File: config.mk
export PLATFORM = sky130hd
export DESIGN_NAME = adc_responder
export DESIGN_NICKNAME = d
export VERILOG_FILES = /design/src/rtl/adc_responder.sv
export SDC_FILE = /design/constraint.sdc
export NUM_CORES = 1
export LEC_CHECK = 0
export ABC_AREA = 1
export BUFFER_PORTS_ARGS = -buffer_cell sky130_fd_sc_hd__buf_2
export CORE_AREA = 2 2 88 90
export CTS_BUF_LIST = sky130_fd_sc_hd__clkbuf_16
export CTS_CLUSTER_SIZE = 25
export DETAILED_ROUTE_END_ITERATION = 8
export DIE_AREA = 0 0 90 92
export GPL_TIMING_DRIVEN = 1
export HOLD_SLACK_MARGIN = 0.02
export PLACE_DENSITY = 0.74
export RECOVER_POWER = 100
export SYNTH_ARGS = -nofsm -noshare
export SYNTH_HDL_FRONTEND = slang
export SYNTH_SLANG_ARGS = --single-unit
File: constraint.sdc
create_clock -name clock12MHz -period 1.85 [get_ports clock12MHz]
set_input_delay 0.185 -clock clock12MHz [delete_from_list [all_inputs] [get_ports clock12MHz]]
set_output_delay 0.185 -clock clock12MHz [all_outputs]
set_load 0.02 [all_outputs]
File: src/rtl/adc_responder.sv
// adc_responder: serial ADC endpoint. It takes a one-byte channel request (0xA1..0xA4) and
// answers with the 10-bit sample of that channel as two 8N1 bytes, low byte first.
module adc_responder #(
  parameter int unsigned TICKS_PER_BIT  = 48,
  parameter int unsigned RESPONSE_DELAY = 96,
  parameter int unsigned INTER_BYTE_GAP = 48
) (
  input  logic       clock12MHz,
  input  logic       reset,
  input  logic       serialIn,
  output logic       serialOut,
  input  logic [9:0] sample1,
  input  logic [9:0] sample2,
  input  logic [9:0] sample3,
  input  logic [9:0] sample4,
  output logic       busy,
  output logic [1:0] activeChannel,
  output logic       replyDone,
  output logic       cmdError
);

  localparam int unsigned TickW   = $clog2(TICKS_PER_BIT);
  localparam int unsigned MaxWait = (RESPONSE_DELAY > INTER_BYTE_GAP) ? RESPONSE_DELAY
                                                                      : INTER_BYTE_GAP;
  localparam int unsigned WaitW   = $clog2(MaxWait + 1);

  localparam logic [TickW-1:0] TickLast   = TickW'(TICKS_PER_BIT - 1);
  localparam logic [TickW-1:0] TickPenult = TickW'(TICKS_PER_BIT - 2);
  localparam logic [TickW-1:0] TickHalf   = TickW'(TICKS_PER_BIT / 2 - 1);
  localparam logic [WaitW-1:0] DelayLast  = WaitW'(RESPONSE_DELAY - 1);
  localparam logic [WaitW-1:0] GapLast    = WaitW'(INTER_BYTE_GAP - 1);

  typedef enum logic [2:0] {RxIdle, RxStart, RxData, RxStop, RxWaitHigh} rx_state_e;
  typedef enum logic [2:0] {StIdle, StDelay, StSendLo, StGap, StSendHi} tx_state_e;

  logic             sync1_q, sync2_q;
  rx_state_e        rx_state_q;
  logic [TickW-1:0] rx_tick_q;
  logic [2:0]       rx_bit_q;
  logic [7:0]       rx_shift_q;
  logic             rx_valid_q;  // high for one cycle when a well-framed byte is in rx_shift_q
  logic             rx_err_q;    // high for one cycle on a zero stop bit

  tx_state_e        tx_state_q;
  logic [TickW-1:0] tx_tick_q;
  logic [3:0]       tx_bit_q;
  logic [8:0]       tx_shift_q;  // remaining data bits followed by the stop bit
  logic [WaitW-1:0] wait_q;
  logic [9:0]       snapshot_q;
  logic             reject_q;

  logic             is_cmd;
  logic             accept;
  logic [1:0]       cmd_chan;
  logic [9:0]       sel_sample;

  // Two-flop synchronizer for the asynchronous request line
  always_ff @(posedge clock12MHz or posedge reset) begin
    if (reset) begin
      sync1_q <= 1'b1;
      sync2_q <= 1'b1;
    end else begin
      sync1_q <= serialIn;
      sync2_q <= sync1_q;
    end
  end

  // Receiver: qualify start bit at half a bit, sample data and stop bits at mid-bit
  always_ff @(posedge clock12MHz or posedge reset) begin
    if (reset) begin
      rx_state_q <= RxIdle;
      rx_tick_q  <= '0;
      rx_bit_q   <= '0;
      rx_shift_q <= '0;
      rx_valid_q <= 1'b0;
      rx_err_q   <= 1'b0;
    end else begin
      rx_valid_q <= 1'b0;
      rx_err_q   <= 1'b0;
      case (rx_state_q)
        RxIdle: begin
          if (!sync2_q) begin
            rx_state_q <= RxStart;
            rx_tick_q  <= '0;
          end
        end
        RxStart: begin
          if (rx_tick_q == TickHalf) begin
            rx_tick_q  <= '0;
            rx_bit_q   <= '0;
            // Line back high at mid start bit: a glitch, drop it silently
            rx_state_q <= sync2_q ? RxIdle : RxData;
          end else begin
            rx_tick_q <= rx_tick_q + 1'b1;
          end
        end
        RxData: begin
          if (rx_tick_q == TickLast) begin
            rx_tick_q  <= '0;
            rx_shift_q <= {sync2_q, rx_shift_q[7:1]};
            rx_bit_q   <= rx_bit_q + 1'b1;
            if (rx_bit_q == 3'd7) rx_state_q <= RxStop;
          end else begin
            rx_tick_q <= rx_tick_q + 1'b1;
          end
        end
        RxStop: begin
          if (rx_tick_q == TickLast) begin
            rx_tick_q <= '0;
            if (sync2_q) begin
              rx_valid_q <= 1'b1;
              rx_state_q <= RxIdle;
            end else begin
              rx_err_q   <= 1'b1;
              rx_state_q <= RxWaitHigh;
            end
          end else begin
            rx_tick_q <= rx_tick_q + 1'b1;
          end
        end
        RxWaitHigh: begin
          if (sync2_q) rx_state_q <= RxIdle;
        end
        default: rx_state_q <= RxIdle;
      endcase
    end
  end

  // Command decode and channel select for the byte completed this cycle
  always_comb begin
    is_cmd   = (rx_shift_q >= 8'hA1) && (rx_shift_q <= 8'hA4);
    cmd_chan = 2'(rx_shift_q - 8'hA1);
    accept   = rx_valid_q && is_cmd && !busy;
    case (cmd_chan)
      2'd0:    sel_sample = sample1;
      2'd1:    sel_sample = sample2;
      2'd2:    sel_sample = sample3;
      default: sel_sample = sample4;
    endcase
  end

  // Reply FSM: delay, low byte, gap, high byte; all outputs registered
  always_ff @(posedge clock12MHz or posedge reset) begin
    if (reset) begin
      tx_state_q    <= StIdle;
      tx_tick_q     <= '0;
      tx_bit_q      <= '0;
      tx_shift_q    <= '1;
      wait_q        <= '0;
      snapshot_q    <= '0;
      reject_q      <= 1'b0;
      serialOut     <= 1'b1;
      busy          <= 1'b0;
      activeChannel <= 2'd0;
      replyDone     <= 1'b0;
    end else begin
      replyDone <= 1'b0;
      reject_q  <= rx_valid_q && !accept;
      case (tx_state_q)
        StIdle: begin
          if (accept) begin
            tx_state_q    <= StDelay;
            wait_q        <= '0;
            busy          <= 1'b1;
            activeChannel <= cmd_chan;
            snapshot_q    <= sel_sample;
          end
        end
        StDelay: begin
          if (wait_q == DelayLast) begin
            tx_state_q <= StSendLo;
            tx_tick_q  <= '0;
            tx_bit_q   <= '0;
            tx_shift_q <= {1'b1, snapshot_q[7:0]};
            serialOut  <= 1'b0;
          end else begin
            wait_q <= wait_q + 1'b1;
          end
        end
        StSendLo, StSendHi: begin
          // Raise replyDone so it is visible during the final stop-bit cycle
          if (tx_state_q == StSendHi && tx_bit_q == 4'd9 && tx_tick_q == TickPenult) begin
            replyDone <= 1'b1;
          end
          if (tx_tick_q == TickLast) begin
            tx_tick_q <= '0;
            if (tx_bit_q == 4'd9) begin
              serialOut <= 1'b1;
              if (tx_state_q == StSendLo) begin
                tx_state_q <= StGap;
                wait_q     <= '0;
              end else begin
                tx_state_q <= StIdle;
                busy       <= 1'b0;
              end
            end else begin
              tx_bit_q   <= tx_bit_q + 1'b1;
              serialOut  <= tx_shift_q[0];
              tx_shift_q <= {1'b1, tx_shift_q[8:1]};
            end
          end else begin
            tx_tick_q <= tx_tick_q + 1'b1;
          end
        end
        StGap: begin
          if (wait_q == GapLast) begin
            tx_state_q <= StSendHi;
            tx_tick_q  <= '0;
            tx_bit_q   <= '0;
            tx_shift_q <= {1'b1, 6'b0, snapshot_q[9:8]};
            serialOut  <= 1'b0;
          end else begin
            wait_q <= wait_q + 1'b1;
          end
        end
        default: tx_state_q <= StIdle;
      endcase
    end
  end

  // Framing errors flag at the stop sample, rejected bytes one cycle later
  assign cmdError = rx_err_q | reject_q;

endmodule

==> results of run 1 <==
## stage by stage
step	std cells	setup slack [ns]	utilization [%]	hold slack, ns
detailed placement	649	0.1427	56.15	0.2938
global placement	649	0.1718	56.15	0.2917
global route	669	0.02261	60.65	0.1840
CTS	667	0.1208	60.47	0.1577
finish	669	0.1648	60.65	0.1611
floorplan	495	0.1855	-	0.1895
## layout by cell type, fill, tap and decap left out, types with 9 or more instances in the layout
cell         n
buf_2       41
ha_1        14
nand2_1    167
clkbuf_1     9
buf_4       11
a21oi_1     18
dfrtp_1     57
clkbuf_16    9
o21ai_0     51
inv_1       40
dfstp_2     11
nand3_1     47
nor2_1      29
## per-layer routing
metal | up-vias | wire (µm) | part of all wire, %
met5 | - | 0 | 0
met4 | 0 | 109 | 1.3
met3 | 12 | 286 | 3.5
met2 | 72 | 3862 | 47
met1 | 1591 | 3879 | 48
li1 | 1735 | - | -
## power by group through the flow
stage	clock network [mW]	registers [mW]	logic, mW
2_1_floorplan	0	1.63	0.305
3_3_place_gp	0	1.64	0.430
3_5_place_dp	0	1.64	0.447
4_1_cts	1.74	1.61	0.451
5_1_grt	1.81	1.63	0.527
6_report	1.71	1.62	0.447
## path summary, 6_finish.rpt
kind                          startpoint  cells after the start  slack, ns               end
max in group asynchronous          reset                      4       0.53     tx_state_q[1]
min                           sample4[0]                      3       0.16     snapshot_q[0]
max                        rx_shift_q[0]                     11       0.16  activeChannel[0]
max reg2reg                rx_shift_q[0]                     11       0.16  activeChannel[0]
min in group asynchronous          reset                      4       0.73      rx_tick_q[4]
min reg2reg                      sync1_q                      0       0.35           sync2_q
## flip-flops by register name, summed over array words and instances, names as in the netlist, 2 cells and up
name and count:
rx_state_q 3, wait_q 7, rx_tick_q 6, tx_bit_q 4, rx_shift_q 8, snapshot_q 10, tx_state_q 3, rx_bit_q 3
activeChannel 2, tx_tick_q 6, tx_shift_q 8
## final cells by class
cell class	instances	area (µm²)	area share [%]
tap	102	127.6	2.825
clock buffer	9	225.2	4.986
timing repair buffer	67	381.6	8.449
inverter	47	180.2	3.989
multi-input combinational	369	1810	40.08
sequential	68	1715	37.98
clock inverter	7	76.32	1.690
## worst reg2reg max path, cell delays in order, from the launching register on
cell,delay (ns)
dfrtp_1,0.43
inv_2,0.09
ha_1,0.22
nand2_1,0.07
nor2_1,0.04
nor2_1,0.11
nand2_2,0.10
inv_1,0.09
nand2_1,0.08
buf_12,0.19
nand2_1,0.06
o21ai_0,0.09
## kinds of logic (layout without fill, tap and decap cells)
logic type / Yosys count / after routing
xor gates and xnor gates: 7 / 7
buffers and inverters: 58 / 130
DFF: 68 / 68
adders and majority gates: 14 / 14
and+or+nand+nor: 272 / 272
AOI/OAI and AO/OA: 76 / 76
## what timing repair did
item | CTS | global route
gates resized for setup | 0 | 10
hold endpoints to repair | 58 | 0
hold buffers | 2 | 0
buffers inserted | 0 | 2
setup endpoints to repair | 0 | 25
==> impl_metrics.csv, run 1 <==
group,metric,value,unit
route,firstDrtPassIters,7,
route,drt_iter0_drc,193,
hold_path,hp-class,"input port to flip-flop",
global_routing,grt_usage,20.96,%
setup_path,cp.arrival,1.88,ns
die,core-area,7447,µm²
synthesis,synth_cells,495,
synthesis,ys.flop_type,"dfrtp_1",
route,vias,3410,
clocking,clkSinkCount,68,
clocking,tritoncts,"yes",
sta,tns,0,ns
synthesis,yosysWarnings,0,
die,placementRows,32,
sta,tightest_slew,0.9122,ns
synthesis,synth_mux_area_share,0,%
global_routing,antenna_found_initial,0,
synthesis,avgSynthCellArea,7.512,µm²
clocking,cts_root_buf,"clkbuf_16",
flow_run,maxCapViolations,0,
global_routing,grt_pass1_wl,14.34,mm
setup_path,critPathKind,"flip-flop to flip-flop",
synthesis,synth_xor_area_share,1.649,%
synthesis,synthTopCellsByArea,"dfrtp_1 (38%), nand2_1 (17%), dfstp_2 (7.8%), o21ai_0 (6.5%), nand3_1 (6.3%)",
synthesis,async_flop_share,100.0,%
die,die_w,90,µm
setup_path,max_stage_delay,0.43,ns
setup_path,cp_top_family,"simple AND/OR/NAND/NOR gates",
clocking,clock_path_buffers,2,
place,hpwl,5.705,mm
synthesis,synth.distinct_cells,30,
sta,final_hold_viol_count,0,
setup_path,crit_chain,"inv_2 -> ha_1 -> nand2_1 -> nor2_1 -> nor2_1 -> nand2_2 -> inv_1 -> nand2_1 -> buf_12 -> nand2_1 -> o21ai_0",
sta,fmax,0.5934,GHz
clocking,clk_pin_slew_worst_paths,0.06,ns
pwr,p_total,3.772,mW
place,port_buffers,48,
sta,rsz0062_at_grt,"no",
place,gp_congestion,0.8372,
pwr,power_switching,992.9,µW
setup_path,required,2.05,ns
setup_path,start_kind,"flip-flop",
layout,drive_gt1_share,19.22,%
synthesis,synth_top_family_by_area,"simple AND/OR/NAND/NOR gates",
route,ant_nets,0,
setup_path,path_common_cell,"nand2_1",
synthesis,synth_common_cells,"nand2_1 (169), dfrtp_1 (57), o21ai_0 (48)",
route,wl_per_cell,12.16,µm
sta,setup_viol,0,
global_routing,grt_max_degree,69,
die,die_h,92,µm
synthesis,synth_top_cell_by_area,"dfrtp_1",
die,dieArea,8280,µm²
layout,stdcell_area,4517,µm²
setup_path,cp-end-kind,"flip-flop",
setup_path,critPathBufInv,3,
synthesis,syn-num-nets,552,
pwr,intPower,2.779,mW
layout,nFillCells,692,
clocking,clkLatencyLatePin,0.33,ns
synthesis,synth_top_area_share,38.36,%
pwr,clkPwrFrac,45.3,%
sta,fin_crit_sh,91.09,%
synthesis,syn_area,3719,µm²
synthesis,synth_edf_count,0,
sta,clock_skew,0.004997,ns
clocking,htree_num_levels,3,
global_routing,gr-max-usage-layer,"met2",
layout,finalNetCount,619,
pwr,pwr-share-comb,11.8,%
place,dpl_cell_area,4182,µm²
global_routing,met1_usage,27.56,%
sta,fin_crit,1.685,ns
layout,n_antenna_cell,0,
clocking,cts_buffers,9,
synthesis,synth_compound_area_share,10.70,%
global_routing,use_met3,3.533,%
setup_path,slowest_stage,"dfrtp_1",
route,vias_per_cell,5.097,
synthesis,ys_seq_area_share,46.13,%
synthesis,synth-simple-area-share,30.82,%
pwr,p_leak,2.238,nW
pwr,seqPwrFrac,42.8,%
pwr,vdd_ir_drop_max,715.3,µV
pwr,p_per_area,835.0,nW/µm²
pwr,switching_share,26.33,%
global_routing,gr-total-overflow,0,
synthesis,synth-seq-cells,68,
sta,finalMaxSlewViolations,0,
layout,syn_to_final_growth,21.47,%
outcome,status,"finished clean",
synthesis,synth_most_common_cell,"nand2_1",
route,wl,8.138,mm
global_routing,use_met2,35.59,%
die,initial_core_util,49.93,%
sta,slew_headroom,39.19,%
die,ios,49,
synthesis,synthAdderAreaFrac,4.711,%
route,route.detailed.drc,0,
setup_path,critPathMaxFanout,25,
global_routing,grt_pass1_vias,3289,
Note: power is estimated with default switching activity, not from simulation.
==> run 2, diff against run 1 <==
--- a/config.mk
+++ b/config.mk
@@ -7,14 +7,14 @@
 export LEC_CHECK = 0
 export ABC_AREA = 1
 export BUFFER_PORTS_ARGS = -buffer_cell sky130_fd_sc_hd__buf_2
-export CORE_AREA = 2 2 88 90
+export CORE_AREA = 2 2 84 94
 export CTS_BUF_LIST = sky130_fd_sc_hd__clkbuf_16
 export CTS_CLUSTER_SIZE = 25
 export DETAILED_ROUTE_END_ITERATION = 8
-export DIE_AREA = 0 0 90 92
+export DIE_AREA = 0 0 86 96
 export GPL_TIMING_DRIVEN = 1
 export HOLD_SLACK_MARGIN = 0.02
-export PLACE_DENSITY = 0.74
+export PLACE_DENSITY = 0.75
 export RECOVER_POWER = 100
 export SYNTH_ARGS = -nofsm -noshare
 export SYNTH_HDL_FRONTEND = slang
==> run 2 against run 1 <==
  * Worst setup slack got worse by 0.081 ns
  * Global-route usage fell by 0.39 points
  * Total power fell by 6.6%
  * Die area fell by 0.29%
  * Sequential power barely moved
  * Sequential cell count did not move
  * Non-clock buffer count fell by 4
  * Routed wire length fell by 0.61%
  * Utilization barely moved
  * Clock power fell by 15%
  * Fmax fell by 4.6%
  * Critical endpoint is now wait_q[1]
==> impl_metrics.csv, run 2 (same netlist as run 1, synthesis figures left out) <==
group,metric,value,unit
layout,largest_register_ffs,10,
route,wl_per_cell,12.44,µm
sta,clock_skew,0.008181,ns
sta,layout_setup_ws,0.08357,ns
route,drt_iter0_drc,207,
outcome,status,"finished clean",
sta,fin_crit_sh,95.48,%
die,placementRows,33,
pwr,p_per_area,794.3,nW/µm²
layout,drive_gt1_share,18.12,%
layout,final_core_util,60.67,%
layout,final_common_cell,"nand2_1",
hold_path,hp-class,"input port to flip-flop",
clocking,clk_pin_slew_worst_paths,0.05,ns
setup_path,critPathKind,"flip-flop to flip-flop",
sta,slew_headroom,39.77,%
die,die_h,96,µm
global_routing,grt_pass1_wl,13.75,mm
place,dp.cells,632,
layout,regMostFlops,"snapshot_q",
clocking,htree_num_levels,3,
clocking,clkSinkCount,68,
sta,finalMaxSlewViolations,0,
setup_path,cp-end-kind,"flip-flop",
global_routing,grt_usage,20.56,%
route,wl,8.088,mm
layout,multiInputGateArea,1818,µm²
die,core-area,7308,µm²
route,vias,3418,
sta,tightest_slew,0.9034,ns
global_routing,grt_pass1_vias,3125,
sta,final_hold_viol_count,0,
route,vias_per_cell,5.258,
layout,finalNetCount,615,
die,initial_core_util,50.88,%
sta,fin_hold_ws,0.1622,ns
global_routing,antenna_found_initial,0,
layout,n_antenna_cell,0,
die,dieArea,8256,µm²
sta,fmax,0.5661,GHz
place,gp_congestion,0.8479,
layout,top_regs,"snapshot_q: 10 flops, rx_shift_q: 8 flops, tx_shift_q: 8 flops",
place,port_buffers,48,
pwr,vdd_ir_drop_max,520.7,µV
layout,nFillCells,644,
setup_path,critPathMaxFanout,12,
clocking,cts_root_buf,"clkbuf_16",
pwr,p_leak,2.208,nW
die,die_w,86,µm
flow_run,maxCapViolations,0,
global_routing,grt_max_degree,69,
place,hpwl,5.706,mm
setup_path,start_kind,"flip-flop",
layout,seqCellArea,1717,µm²
layout,layoutNonFillerInstCount,650,
layout,syn_to_final_growth,19.25,%
global_routing,gr-total-overflow,0,
clocking,clkLatencyLatePin,0.32,ns
pwr,p_total,3.522,mW
sta,setup_viol,0,
route,firstDrtPassIters,4,
die,ios,49,
route,ant_nets,0,
layout,most-common-layout-cells,"nand2_1 (166), dfrtp_1 (56), o21ai_0 (47), nand3_1 (47), inv_1 (42)",
clocking,tritoncts,"yes",
clocking,cts_buffers,9,
clocking,clock_path_buffers,2,
route,route.detailed.drc,0,
setup_path,cp.arrival,2.02,ns
sta,fin_crit,1.766,ns
place,pre_cts_ws,0.09902,ns
setup_path,required,2.11,ns
[run 2: cell types whose count changed in the layout (fill, tap and decap cells not counted), sizes merged]
cell / before / now
clkbuf: 21 / 18
bufinv: 1 / 0
buf: 53 / 52
clkinv: 3 / 5
clkinvlp: 3 / 1
inv: 47 / 48
[run 2: report_power, final]
group,switching [mW],internal (mW)
logic,0.273,0.176
registers,0.0551,1.56
clock network,0.584,0.874
total,0.912,2.61
[run 2: final cells by class]
type / count / share of cell area, %
multi-input cells: 369 / 41.00
flip-flops and latches: 68 / 38.71
repair buffers: 63 / 8.070
clock buffers: 9 / 5.079
inverters: 47 / 4.063
well taps: 87 / 2.455
clock inverters: 7 / 0.6208
[run 2: per-stage QoR]
stage	setup TNS, ns	instance area (µm²)
after floorplan	0	3722
after global placement	0	4148
after detailed placement	0	4148
after CTS	0	4420
after global routing	-0.03264	4434
final	0	4434
[run 2: critical path, cell delays in order, from the launching register on]
cell     delay [ns]
dfrtp_1        0.43
nor2_1         0.26
nand2_1        0.19
nand2_4        0.18
nand2_1        0.10
nand2_1        0.19
inv_2          0.10
nand3_4        0.14
nand2_1        0.07
nand2_1        0.06
[run 2: what timing repair did]
item                                   in CTS  in global routing
setup endpoints to repair                   0                 36
endpoints found under the hold margin      58                  0
hold buffers                                2                  0
gates resized for setup                     0                 14
setup buffers                               0                  0
[run 2: layer usage]
metal | vias to the layer above | global-route usage [%] | routed length [µm]
li1 | 1727 | - | -
met1 | 1594 | 27.60 | 3709
met2 | 87 | 33.85 | 3950
met3 | 10 | 4.202 | 341
met4 | 0 | 5.952 | 87
met5 | - | 0 | 0
[run 2: path summary, 6_finish.rpt]
check / startpoint / endpoint / slack (ns) / depth (start not counted)
hold / removal: sample4[7] / snapshot_q[7] / 0.16 / 3
max in group asynchronous: reset / rx_shift_q[0] / 0.48 / 4
setup / recovery: tx_state_q[0] / wait_q[1] / 0.08 / 9
min in group asynchronous: reset / rx_tick_q[0] / 0.74 / 4
hold reg to reg: sync1_q / sync2_q / 0.36 / 0
setup reg to reg: tx_state_q[0] / wait_q[1] / 0.08 / 9
==> run 3, diff against run 2 <==
--- a/config.mk
+++ b/config.mk
@@ -15,7 +15,6 @@
 export GPL_TIMING_DRIVEN = 1
 export HOLD_SLACK_MARGIN = 0.02
 export PLACE_DENSITY = 0.75
-export RECOVER_POWER = 100
 export SYNTH_ARGS = -nofsm -noshare
 export SYNTH_HDL_FRONTEND = slang
 export SYNTH_SLANG_ARGS = --single-unit
==> run 3 against run 2 <==
  * Clock power about the same
  * Non-clock buffer count did not move
  * Final area grew 0.56%
  * Global-route usage unchanged
  * Highest routed layer unchanged
  * Sequential cell count is the same
  * Fmax up 1.3%
  * Utilization increased by 0.34 points
  * Sequential power about the same
  * First-iteration DRC count decreased by 4.3%
  * Worst hold slack about the same
  * Clock-buffer cell count did not move
  * Combinational power grew 2%
==> impl_metrics.csv, run 3 (same netlist as run 1, synthesis figures left out) <==
group,metric,value,unit
outcome,status,"finished clean",
layout,top_regs,"snapshot_q: 10 flops, rx_shift_q: 8 flops, tx_shift_q: 8 flops",
clocking,htree_num_levels,3,
die,core-area,7308,µm²
setup_path,cp.arrival,2.00,ns
route,route.detailed.drc,0,
clocking,clk_pin_slew_worst_paths,0.05,ns
die,die_h,96,µm
setup_path,required,2.11,ns
die,dieArea,8256,µm²
hold_path,hp-class,"input port to flip-flop",
die,die_w,86,µm
setup_path,rr_worst_depth,9,
route,wl_per_cell,12.41,µm
hold_path,min_from,"sample4[7]",
flow_run,maxCapViolations,0,
layout,n_antenna_cell,0,
route,drt_iter0_drc,198,
setup_path,critPathMaxFanout,12,
layout,syn_to_final_growth,19.92,%
clocking,cts_buffers,9,
sta,setup_viol,0,
sta,fin_crit,1.743,ns
setup_path,cp-end-kind,"flip-flop",
place,port_buffers,48,
layout,drive_gt1_share,19.54,%
die,initial_core_util,50.88,%
global_routing,antenna_found_initial,0,
route,vias,3402,
place,gp_congestion,0.8479,
setup_path,critPathKind,"flip-flop to flip-flop",
clocking,tritoncts,"yes",
place,hpwl,5.706,mm
layout,largest_register_ffs,10,
setup_path,timing.rr.end,"wait_q[1]",
setup_path,r2r_start,"tx_state_q[0]",
sta,final_hold_viol_count,0,
route,ant_nets,0,
pwr,p_leak,2.246,nW
pwr,p_total,3.529,mW
hold_path,min_to,"snapshot_q[7]",
sta,finalMaxSlewViolations,0,
setup_path,start_kind,"flip-flop",
layout,finalNetCount,615,
place,dpl_cell_area,4148,µm²
hold_path,holdPathStages,3,
route,wl,8.066,mm
sta,clock_skew,0.009358,ns
global_routing,grt_max_degree,69,
clocking,clkSinkCount,68,
layout,most-common-layout-cells,"nand2_1 (166), dfrtp_1 (56), buf_2 (48), o21ai_0 (47), nand3_1 (47)",
global_routing,grt_pass1_wl,13.75,mm
global_routing,grt_usage,20.56,%
route,vias_per_cell,5.234,
clocking,clkLatencyLatePin,0.32,ns
global_routing,grt_pass1_vias,3125,
sta,fmax,0.5736,GHz
sta,tightest_slew,0.5354,ns
setup_path,reg2reg_slack,0.11,ns
layout,stdcell_area,4459,µm²
die,placementRows,33,
sta,slew_headroom,64.03,%
global_routing,gr-total-overflow,0,
clocking,cts_root_buf,"clkbuf_16",
pwr,p_per_area,791.4,nW/µm²
route,firstDrtPassIters,4,
layout,regMostFlops,"snapshot_q",
clocking,clock_path_buffers,2,
pwr,vdd_ir_drop_max,519.8,µV
sta,fin_crit_sh,94.24,%
die,ios,49,
layout,final_common_cell,"nand2_1",
==> run 3: changes by cell type in the layout (fill, tap and decap cells not counted), sizes merged <==
cell    before  now
clkbuf      18    9
buf         52   61
==> run 3: how the worst max path moves through the flow <==
| stage | depth (start not counted) | endpoint | startpoint |
|---|---|---|---|
| finish | 9 | wait_q[1] | tx_state_q[0] |
| global route | 9 | tx_state_q[1] | tx_state_q[0] |
| CTS | 8 | tx_bit_q[2] | tx_state_q[0] |
| detailed placement | 8 | tx_bit_q[3] | tx_state_q[0] |
| global placement | 11 | wait_q[1] | tx_bit_q[1] |
| floorplan | 9 | tx_bit_q[0] | wait_q[0] |
==> run 3: routing by layer <==
layer | routed length [µm] | GRT usage (%) | up-vias
li1 | - | - | 1728
met2 | 3939 | 33.85 | 74
met1 | 3749 | 27.60 | 1590
met3 | 290 | 4.202 | 10
met5 | 0 | 0 | -
met4 | 87 | 5.952 | 0
==> run 3: area by class of cell <==
type	instances	area (µm²)
multi-input cells	369	1818
flip-flops and latches	68	1717
fillers	639	2849
well taps	87	108.9
repair buffers	63	382.9
clock buffers	9	225.2
clock inverters	7	27.53
inverters	47	180.2
==> run 3: report_power, final <==
part / internal (mW) / total (mW) / switching [mW]
Sequential: 1.56 / 1.61 / 0.0545
Combinational: 0.185 / 0.457 / 0.272
Clock: 0.874 / 1.46 / 0.584
==> run 3: worst max-delay path, stage by stage (launching register included) <==
cell	delay, ns
dfrtp_1	0.43
nor2_1	0.25
nand2_1	0.18
nand2_4	0.18
nand2_1	0.10
nand2_1	0.18
inv_2	0.10
nand3_4	0.14
nand2_1	0.07
nand2_1	0.06
==> run 3: metrics by stage <==
stage	hold slack, ns	setup TNS [ns]	cells	setup slack (ns)	utilization [%]
final	0.1620	0	650	0.1066	61.02
after global routing	0.1675	-0.03264	650	-0.01830	61.02
after CTS	0.1590	0	650	0.08138	60.49
after detailed placement	0.2936	0	632	0.09902	56.75
after global placement	0.2923	0	632	0.1640	56.75
after floorplan	0.1895	0	495	0.1855	-
==> run 3: what timing repair did <==
item / 4_1_cts / 5_1_grt
resized for setup: 0 / 14
endpoints found under the setup margin: 0 / 36
hold buffers: 2 / 0
buffers inserted: 0 / 0
endpoints found under the hold margin: 58 / 0
